$ cat config.mk
export PLATFORM = sky130hd
export DESIGN_NAME = mult_div_seq
export DESIGN_NICKNAME = d
export VERILOG_FILES = /design/src/rtl/mult_div_seq.sv
export SDC_FILE = /design/constraint.sdc
export NUM_CORES = 1
export LEC_CHECK = 0
export BUFFER_PORTS_ARGS = -buffer_cell sky130_fd_sc_hd__buf_2
export CAP_MARGIN = 10
export CORE_MARGIN = 2
export CORE_UTILIZATION = 62
export CTS_CLUSTER_SIZE = 30
export DETAILED_ROUTE_END_ITERATION = 10
export PLACE_DENSITY_LB_ADDON = 0.2
export SLEW_MARGIN = 0
export SYNTH_ARGS = -nofsm -noshare
export SYNTH_HDL_FRONTEND = slang
export SYNTH_SLANG_ARGS = --single-unit
$ cat constraint.sdc
create_clock -name clk -period 6.3 [get_ports clk]
set_input_delay 0.315 -clock clk [delete_from_list [all_inputs] [get_ports clk]]
set_output_delay 0.315 -clock clk [all_outputs]
set_load 0.05 [all_outputs]
$ cat src/rtl/mult_div_seq.sv
// Multicycle HI/LO sequencer: 32-step radix-2 Booth signed multiply or
// signed restoring divide, with a one-cycle done/hilo_write/div_zero pulse.
module mult_div_seq #(
  parameter int DATA_W = 32,
  parameter int ITER   = 32,
  parameter int CNT_W  = 6
) (
  input  logic              clk,
  input  logic              reset,
  input  logic              start,
  input  logic              op,
  input  logic [DATA_W-1:0] a_in,
  input  logic [DATA_W-1:0] b_in,
  output logic              busy,
  output logic              done,
  output logic              div_zero,
  output logic              hilo_write,
  output logic [DATA_W-1:0] hi_out,
  output logic [DATA_W-1:0] lo_out
);

  typedef enum logic [1:0] {IDLE, MULT, DIV, DONE} state_t;
  localparam logic [CNT_W-1:0] LAST = CNT_W'(ITER - 1);

  state_t            state, state_nxt;
  logic [CNT_W-1:0]  cnt;
  logic [DATA_W:0]   acc;      // Booth accumulator, or divide remainder in [DATA_W-1:0]
  logic [DATA_W-1:0] qr;       // multiplier / quotient shift register
  logic [DATA_W-1:0] mcand;    // multiplicand, or divisor magnitude
  logic              q_1, sign_q, sign_r;
  logic              accept, take, b_zero, last, iter;

  assign accept = (state == IDLE) || (state == DONE);
  assign take   = accept && start;
  assign b_zero = (b_in == '0);
  assign last   = (cnt == LAST);
  assign iter   = (state == MULT) || (state == DIV);

  // Booth step: add/sub on {q0,q-1}, then arithmetic shift of {acc,qr,q_1}
  logic [DATA_W:0]   m_ext, b_sum, b_acc_nxt;
  logic [DATA_W-1:0] b_q_nxt;
  assign m_ext = {mcand[DATA_W-1], mcand};
  always_comb begin
    b_sum = acc;
    case ({qr[0], q_1})
      2'b01:   b_sum = acc + m_ext;
      2'b10:   b_sum = acc - m_ext;
      default: b_sum = acc;
    endcase
  end
  assign b_acc_nxt = {b_sum[DATA_W], b_sum[DATA_W:1]};
  assign b_q_nxt   = {b_sum[0], qr[DATA_W-1:1]};

  // Restoring step on magnitudes: remainder stays below divisor, so 33 bits suffice
  logic [DATA_W:0]   r_sh, r_diff;
  logic              r_borrow;
  logic [DATA_W-1:0] d_rem_nxt, d_quo_nxt;
  assign r_sh      = {acc[DATA_W-1:0], qr[DATA_W-1]};
  assign r_diff    = r_sh - {1'b0, mcand};
  assign r_borrow  = (r_sh < {1'b0, mcand});
  assign d_rem_nxt = r_borrow ? r_sh[DATA_W-1:0] : r_diff[DATA_W-1:0];
  assign d_quo_nxt = {qr[DATA_W-2:0], ~r_borrow};

  always_ff @(posedge clk) begin
    if (reset) state <= IDLE;
    else       state <= state_nxt;
  end

  always_comb begin
    state_nxt = state;
    case (state)
      IDLE, DONE: begin
        if (!start)      state_nxt = IDLE;
        else if (!op)    state_nxt = MULT;
        else if (b_zero) state_nxt = DONE;
        else             state_nxt = DIV;
      end
      MULT, DIV: if (last) state_nxt = DONE;
      default:   state_nxt = IDLE;
    endcase
  end

  always_comb begin
    busy = iter;
  end

  always_ff @(posedge clk) begin
    if (reset) begin
      cnt <= '0; acc <= '0; qr <= '0; mcand <= '0;
      q_1 <= 1'b0; sign_q <= 1'b0; sign_r <= 1'b0;
      hi_out <= '0; lo_out <= '0;
      done <= 1'b0; div_zero <= 1'b0; hilo_write <= 1'b0;
    end else begin
      done       <= (state_nxt == DONE);
      div_zero   <= take && op && b_zero;
      hilo_write <= iter && last;
      if (take) begin
        cnt <= '0;
        acc <= '0;
        q_1 <= 1'b0;
        if (!op) begin
          qr    <= b_in;
          mcand <= a_in;
        end else begin
          qr     <= a_in[DATA_W-1] ? -a_in : a_in;
          mcand  <= b_in[DATA_W-1] ? -b_in : b_in;
          sign_q <= a_in[DATA_W-1] ^ b_in[DATA_W-1];
          sign_r <= a_in[DATA_W-1];
        end
      end else if (state == MULT) begin
        cnt <= cnt + 1'b1;
        acc <= b_acc_nxt;
        qr  <= b_q_nxt;
        q_1 <= qr[0];
        if (last) begin
          hi_out <= b_acc_nxt[DATA_W-1:0];
          lo_out <= b_q_nxt;
        end
      end else if (state == DIV) begin
        cnt <= cnt + 1'b1;
        acc <= {1'b0, d_rem_nxt};
        qr  <= d_quo_nxt;
        if (last) begin
          hi_out <= sign_r ? -d_rem_nxt : d_rem_nxt;
          lo_out <= sign_q ? -d_quo_nxt : d_quo_nxt;
        end
      end
    end
  end

endmodule

[Word level (Yosys, flattened, before mapping)]
Cells that the tools add are included.
Storage, ports and cells
  logic and storage cells: 77
  input port bits: 68
  bits in registers: 175
  output and inout bits: 68
Operators by class
  reduce and logical (&&, ||, !) cells: 15
  bitwise logic cells: 3
  $lt $le $gt $ge: 1
  equal/unequal tests: 9
  $add $sub $neg: 8
  multiplexer cells: 28
Operators by type and width (count)
  32-bit 2-to-1 mux: 18
  32-bit negator: 4
  33-bit 2-to-1 mux: 2
  33-bit case mux with 2 select lines: 1
  33-bit adder: 1
  33-bit by 32-bit < comparator with 1-bit output: 1
  33-bit subtractor: 1
  32-bit logical NOT: 1
  32-bit subtractor: 1
  6-bit 2-to-1 mux: 2
  2-bit equality test, second input constant: 4
  6-bit by 1-bit adder with 6-bit output, second input constant: 1
  6-bit by 5-bit equality test with 1-bit output, second input constant: 1
  2-bit 2-to-1 mux: 3
  2-bit OR reduction: 3
  2-bit by 1-bit equality test with 1-bit output, second input constant: 2
  1-bit logical AND: 4
  2-bit inequality test, second input constant: 2
  2-bit case mux with 2 select lines: 1
  4-bit AND reduction: 1
  3-bit nonzero test: 1
  2-bit logical NOT: 1
  1-bit logical OR: 2
  1-bit NOT: 2
  4 further kinds: 4

[Depth between registers and ports, before layout]
  word-level depth: 7
  depth in mapped cells: 24

[Worst setup path after synthesis]
OpenSTA, ideal clock, no wires.
  kind: reg2reg
  start: register mcand[1]
  end: register hi_out[24]
  cell stages (with the launch flop): 22
  path buffers: 4
  arrival time: 4.603 ns
  clock period less this slack: 4.722 ns
  library setup time: 0.119 ns
  path slack: 1.578 ns
  cell sequence: dfxtp_1 > inv_1 > ha_1 > nor2b_1 > o31a_1 > o311a_4 > o211a_4 > o211ai_2 > buf_6 > nand2_4 > buf_4 > buf_2 > buf_1 > a21oi_1 > ha_1 > nand2_1 > nor3_1 > nor2_1 > or3_4 > o21bai_1 > or4b_1 > o221a_1
On the way
  word-level cells in the longest chain between the ends: 7
  elaborated cells on any way between the ends: 12
RTL lines
  from (decl): line 29  | logic [DATA_W-1:0] mcand;
  from (signal assigned): line 103  | mcand <= a_in;
  from (signal assigned): line 106  | mcand <= b_in[DATA_W-1] ? -b_in : b_in;
  32-bit subtractor / 33-bit by 32-bit < comparator with 1-bit output (equally long branches): line 59, 60
  32-bit 2-to-1 mux: line 61  | assign d_rem_nxt = r_borrow ? r_sh[DATA_W-1:0] : r_diff[DATA_W-1:0];
  32-bit negator: line 124  | hi_out <= sign_r ? -d_rem_nxt : d_rem_nxt;
  32-bit 2-to-1 mux: line 124
  32-bit 2-to-1 mux: line 123  | if (last) begin
  32-bit 2-to-1 mux: line 119  | end else if (state == DIV) begin
  32-bit 2-to-1 mux (*): line 110  | end else if (state == MULT) begin
  to (signal assigned): line 116  | hi_out <= b_acc_nxt[DATA_W-1:0];
  to (signal assigned): line 124
  to (decl): line 18  | output logic [DATA_W-1:0] hi_out,
Mark *: on every way between the ends. The rest lies on a longest branch, timed or not. The select of a mux whose other input is x is not followed.
A chain may end at the register's enable or synchronous reset.

[Worst setup path in the final report]
  start: register acc[7]
  end: register hi_out[30]
On the way
  word-level cells in the longest chain between the ends: 7
  elaborated cells on any way between the ends: 12
RTL lines
  from (decl): line 27  | logic [DATA_W:0] acc;
  from (signal assigned): line 112  | acc <= b_acc_nxt;
  from (signal assigned): line 121  | acc <= {1'b0, d_rem_nxt};
  32-bit subtractor / 33-bit by 32-bit < comparator with 1-bit output (equally long branches): line 59, 60
  32-bit 2-to-1 mux: line 61
  32-bit negator: line 124
  32-bit 2-to-1 mux: line 124
  32-bit 2-to-1 mux: line 123
  32-bit 2-to-1 mux: line 119
  32-bit 2-to-1 mux (*): line 110
Marked as above.

==> impl_results.md <==
* Fin crit period at approximately 5.2 ns
* Ys flop type: dfxtp_1
* Post-DP HPWL at about 41000 um
* TritonCTS clock tree: built
* GP Congestion at around 1.1
* WL final at approximately 55000 um
* DR iter-0 viols at between 2000 and 2500
* Area grow syn2layout at 8.33%
* Initial antenna violation count at 1
* Post-synthesis sequential area ratio at 21.9%
* Worst skew pair latency at 0.47 ns
* Die Wd at between 150 and 200 um
* Synth Area in Adders at a little under 6%
* Post-CTS sizing at 0
* Post-synthesis mux area share at between 4 and 5%
* Setup bufs post-CTS at 0
* Post-synth EDFFs at 0
* Syn Area/Cell at approximately 7.3 um^2
* Setup TNS Final at 0 ns
* GRT overflow at 0
* Drt first pass iters at 7
* Die height at ~160 um
* Post-synth ARST share at 0%
* Largest net degree at the start of global routing at between 100 and 150
* Met2 usage at between 60% and 70%
* First-pass GRT wire length at about 86000 um
* Filler Cell Count at approximately 2200
* Post-route ant nets at 0
* Yosys reg bits at 175
* I/O Pins at between 100 and 150
* Total CTS buffers at 17
* Nature of the critical path endpoint: flop
* Port Buffers at between 100 and 150
* Max-Slew Margin vs Limit at 19.9%
* Synth warnings at 0
* Gr busiest metal: met2
* Net count after synthesis at 2322
* Post-Synth XOR/XNOR Area at about 9.8%
* Skew final at just over 0.02 ns
* CP arrival at 5.50 ns
* Vias post-DR at roughly 17000
* Post-synth top area cell: dfxtp_1
* Total track usage at 40.5%
* Hold Fails Final Rpt at 0
* Largest family of logic cells by synthesized area: compound AO/OA/AOI/OAI gates
* Final Cycle Share at roughly four fifths
* Core ar. at between 20000 and 30000 um^2
* # nets final at around 2400
* M3 GR Usage at under 10%
* Clock slew at reported path FFs at ~0.09 ns
* Worst Setup Path Type: flop to flop
* Met1 GRT Util at between 50% and 60%
* Outcome: finished, final reports clean
* Initial Util at 63.4%
* Synthesized instance count at approximately 2200
* Post-Synth Simple-Gate Area at a little over a fifth
* Setup ws final at 1.14 ns
* FF+latch area at around 3500 um^2
* Proportion of layout cells with a drive suffix above 1 at 11.5%
* Startpoint types: flop
* Wire per inst at between 20 and 25 um
* Setup-failing EPs final at 0
* CTS H-Tree Depth at 4
* Netlist cell types at between 90 and 100
* Area of the multi-input gates at approximately 12000 um^2
* RSZ-0062 raised after global routing: no
* Cell Rows at 58
* Final Slew Violations at 0
* Post-Syn Area at 16000 um^2
* CTS Sinks at ~180
* Setup WS pre-CTS at around 1.4 ns
* Synth area leaders: dfxtp_1 (22%), o211ai_1 (6.9%), a21oi_1 (6.8%)
* Remaining DRCs at 0
* Top cell type's share of synthesized area at between 20% and 30%
* Critical path fanouts, max at 22
* Slew @ Worst Pin at ~1.2 ns
* Vias/cell at slightly below 7
* Min Hold Slack at between 0.2 and 0.25 ns
* Worst Hold Class: primary input to flop
* Synth Area in Compound Gates at 31.7%
* Max Freq at approximately 190 MHz
* Hold Buf Count CTS at 0
* Required time of the critical path at between 6 and 7 ns
* Vias in the first global route at between 15000 and 20000
* MaxCap Viol Count at 0
* Root Driver: clkbuf_16
* Bufs on Longest Clock Path at 2
* Die area at roughly 27000 um^2
==> logic make-up after synthesis <==
kind of cell    Yosys count
flops                   175
mux                      64
compound gates          770
xor+xnor                179
simple gates            705
fa+ha+maj                75
buf+inv                 211
==> metrics by stage <==
| step | area [um^2] | util, % | std cells |
|---|---|---|---|
| final | 17300 | 68.6 | 2552 |
| after global routing | 17300 | 68.6 | 2551 |
| after CTS | 17300 | 68.6 | 2551 |
| after detailed placement | 16700 | 66.1 | 2519 |
| after global placement | 16700 | 66.1 | 2519 |
| after floorplan | 16000 | - | 2179 |
==> layout by cell type, fill, tap and decap left out, drive strengths merged, types with 16 or more instances in the layout <==
| cell | instances |
|---|---|
| nand4 | 17 |
| ha | 73 |
| or3 | 19 |
| clkbuf | 17 |
| o21ai | 126 |
| nor4 | 21 |
| or4 | 17 |
| a211oi | 41 |
| dfxtp | 175 |
| o31ai | 39 |
| nor2 | 167 |
| mux2i | 30 |
| nand2 | 251 |
| nand2b | 51 |
| o41ai | 16 |
| mux2 | 34 |
| nor3 | 43 |
| buf | 155 |
| inv | 73 |
| nand3 | 36 |
| o21bai | 16 |
| o21a | 20 |
| and2 | 27 |
| a21oi | 218 |
| xnor2 | 98 |
| o211ai | 149 |
| xor2 | 81 |
| a31oi | 23 |
| a21o | 29 |
| and3 | 18 |
==> cells in the mapped netlist (18+ instances only) <==
| cell type | number |
|---|---|
| a211oi_1 | 40 |
| a21o_1 | 27 |
| a21oi_1 | 217 |
| a31oi_1 | 23 |
| and2_1 | 26 |
| and3_1 | 18 |
| clkbuf_1 | 120 |
| dfxtp_1 | 175 |
| ha_1 | 73 |
| inv_1 | 64 |
| mux2_2 | 33 |
| mux2i_1 | 30 |
| nand2_1 | 250 |
| nand2b_1 | 51 |
| nand3_1 | 36 |
| nor2_1 | 167 |
| nor3_1 | 42 |
| o211ai_1 | 148 |
| o21a_1 | 19 |
| o21ai_0 | 122 |
| o31ai_1 | 39 |
| xnor2_1 | 98 |
| xor2_1 | 81 |
==> final cells by class <==
type	instances	share of cell area [%]
clock inverter	15	1.29
multi-input combinational	1793	67.4
timing repair buffer	155	4.79
inverter	66	1.43
sequential	175	20.2
antenna	1	0.0144
clock buffer	17	2.45
tap	330	2.38
==> layer usage <==
layer | share of wire (%) | up-vias
met5 | 0 | -
met4 | 4.5 | 0
met3 | 9.7 | 164
met2 | 44 | 974
met1 | 41 | 8053
li1 | - | 8064
==> final timing paths <==
check                         startpoint                 endpoint  slack [ns]  cells after the start
setup reg to reg     acc[7]$_SDFFE_PP0N_  hi_out[30]$_SDFFE_PP0P_        1.14                     17
hold reg to reg   hi_out[2]$_SDFFE_PP0P_   hi_out[2]$_SDFFE_PP0P_        0.45                      2
hold / removal                   a_in[0]    mcand[0]$_SDFFE_PP0P_        0.24                      3
setup / recovery     acc[7]$_SDFFE_PP0N_  hi_out[30]$_SDFFE_PP0P_        1.14                     17
==> critical path, cell delays in order (launching register included) <==
cell and delay (ns):
dfxtp_1 0.52, ha_1 0.41, a21oi_1 0.39, o21a_1 0.21, o21ai_1 0.15, o211a_4 0.30, o211ai_2 0.13, buf_4 0.25
nand2_4 0.25, a21oi_1 0.33, ha_1 0.29, nand2_1 0.07, nor3_1 0.23, o22ai_1 0.23, nor4_2 0.70, nand4_1 0.15
a311oi_1 0.32, a21oi_1 0.10
==> state kept, by name (all words and copies together) (netlist names), 2 cells and up <==
signal,flops
state,2
hi_out,32
lo_out,32
acc,33
qr,32
cnt,6
mcand,32
Power is left out: the tool's default activity adds up to more than one toggle a clock period on the data nets, which glitch-free logic cannot reach.
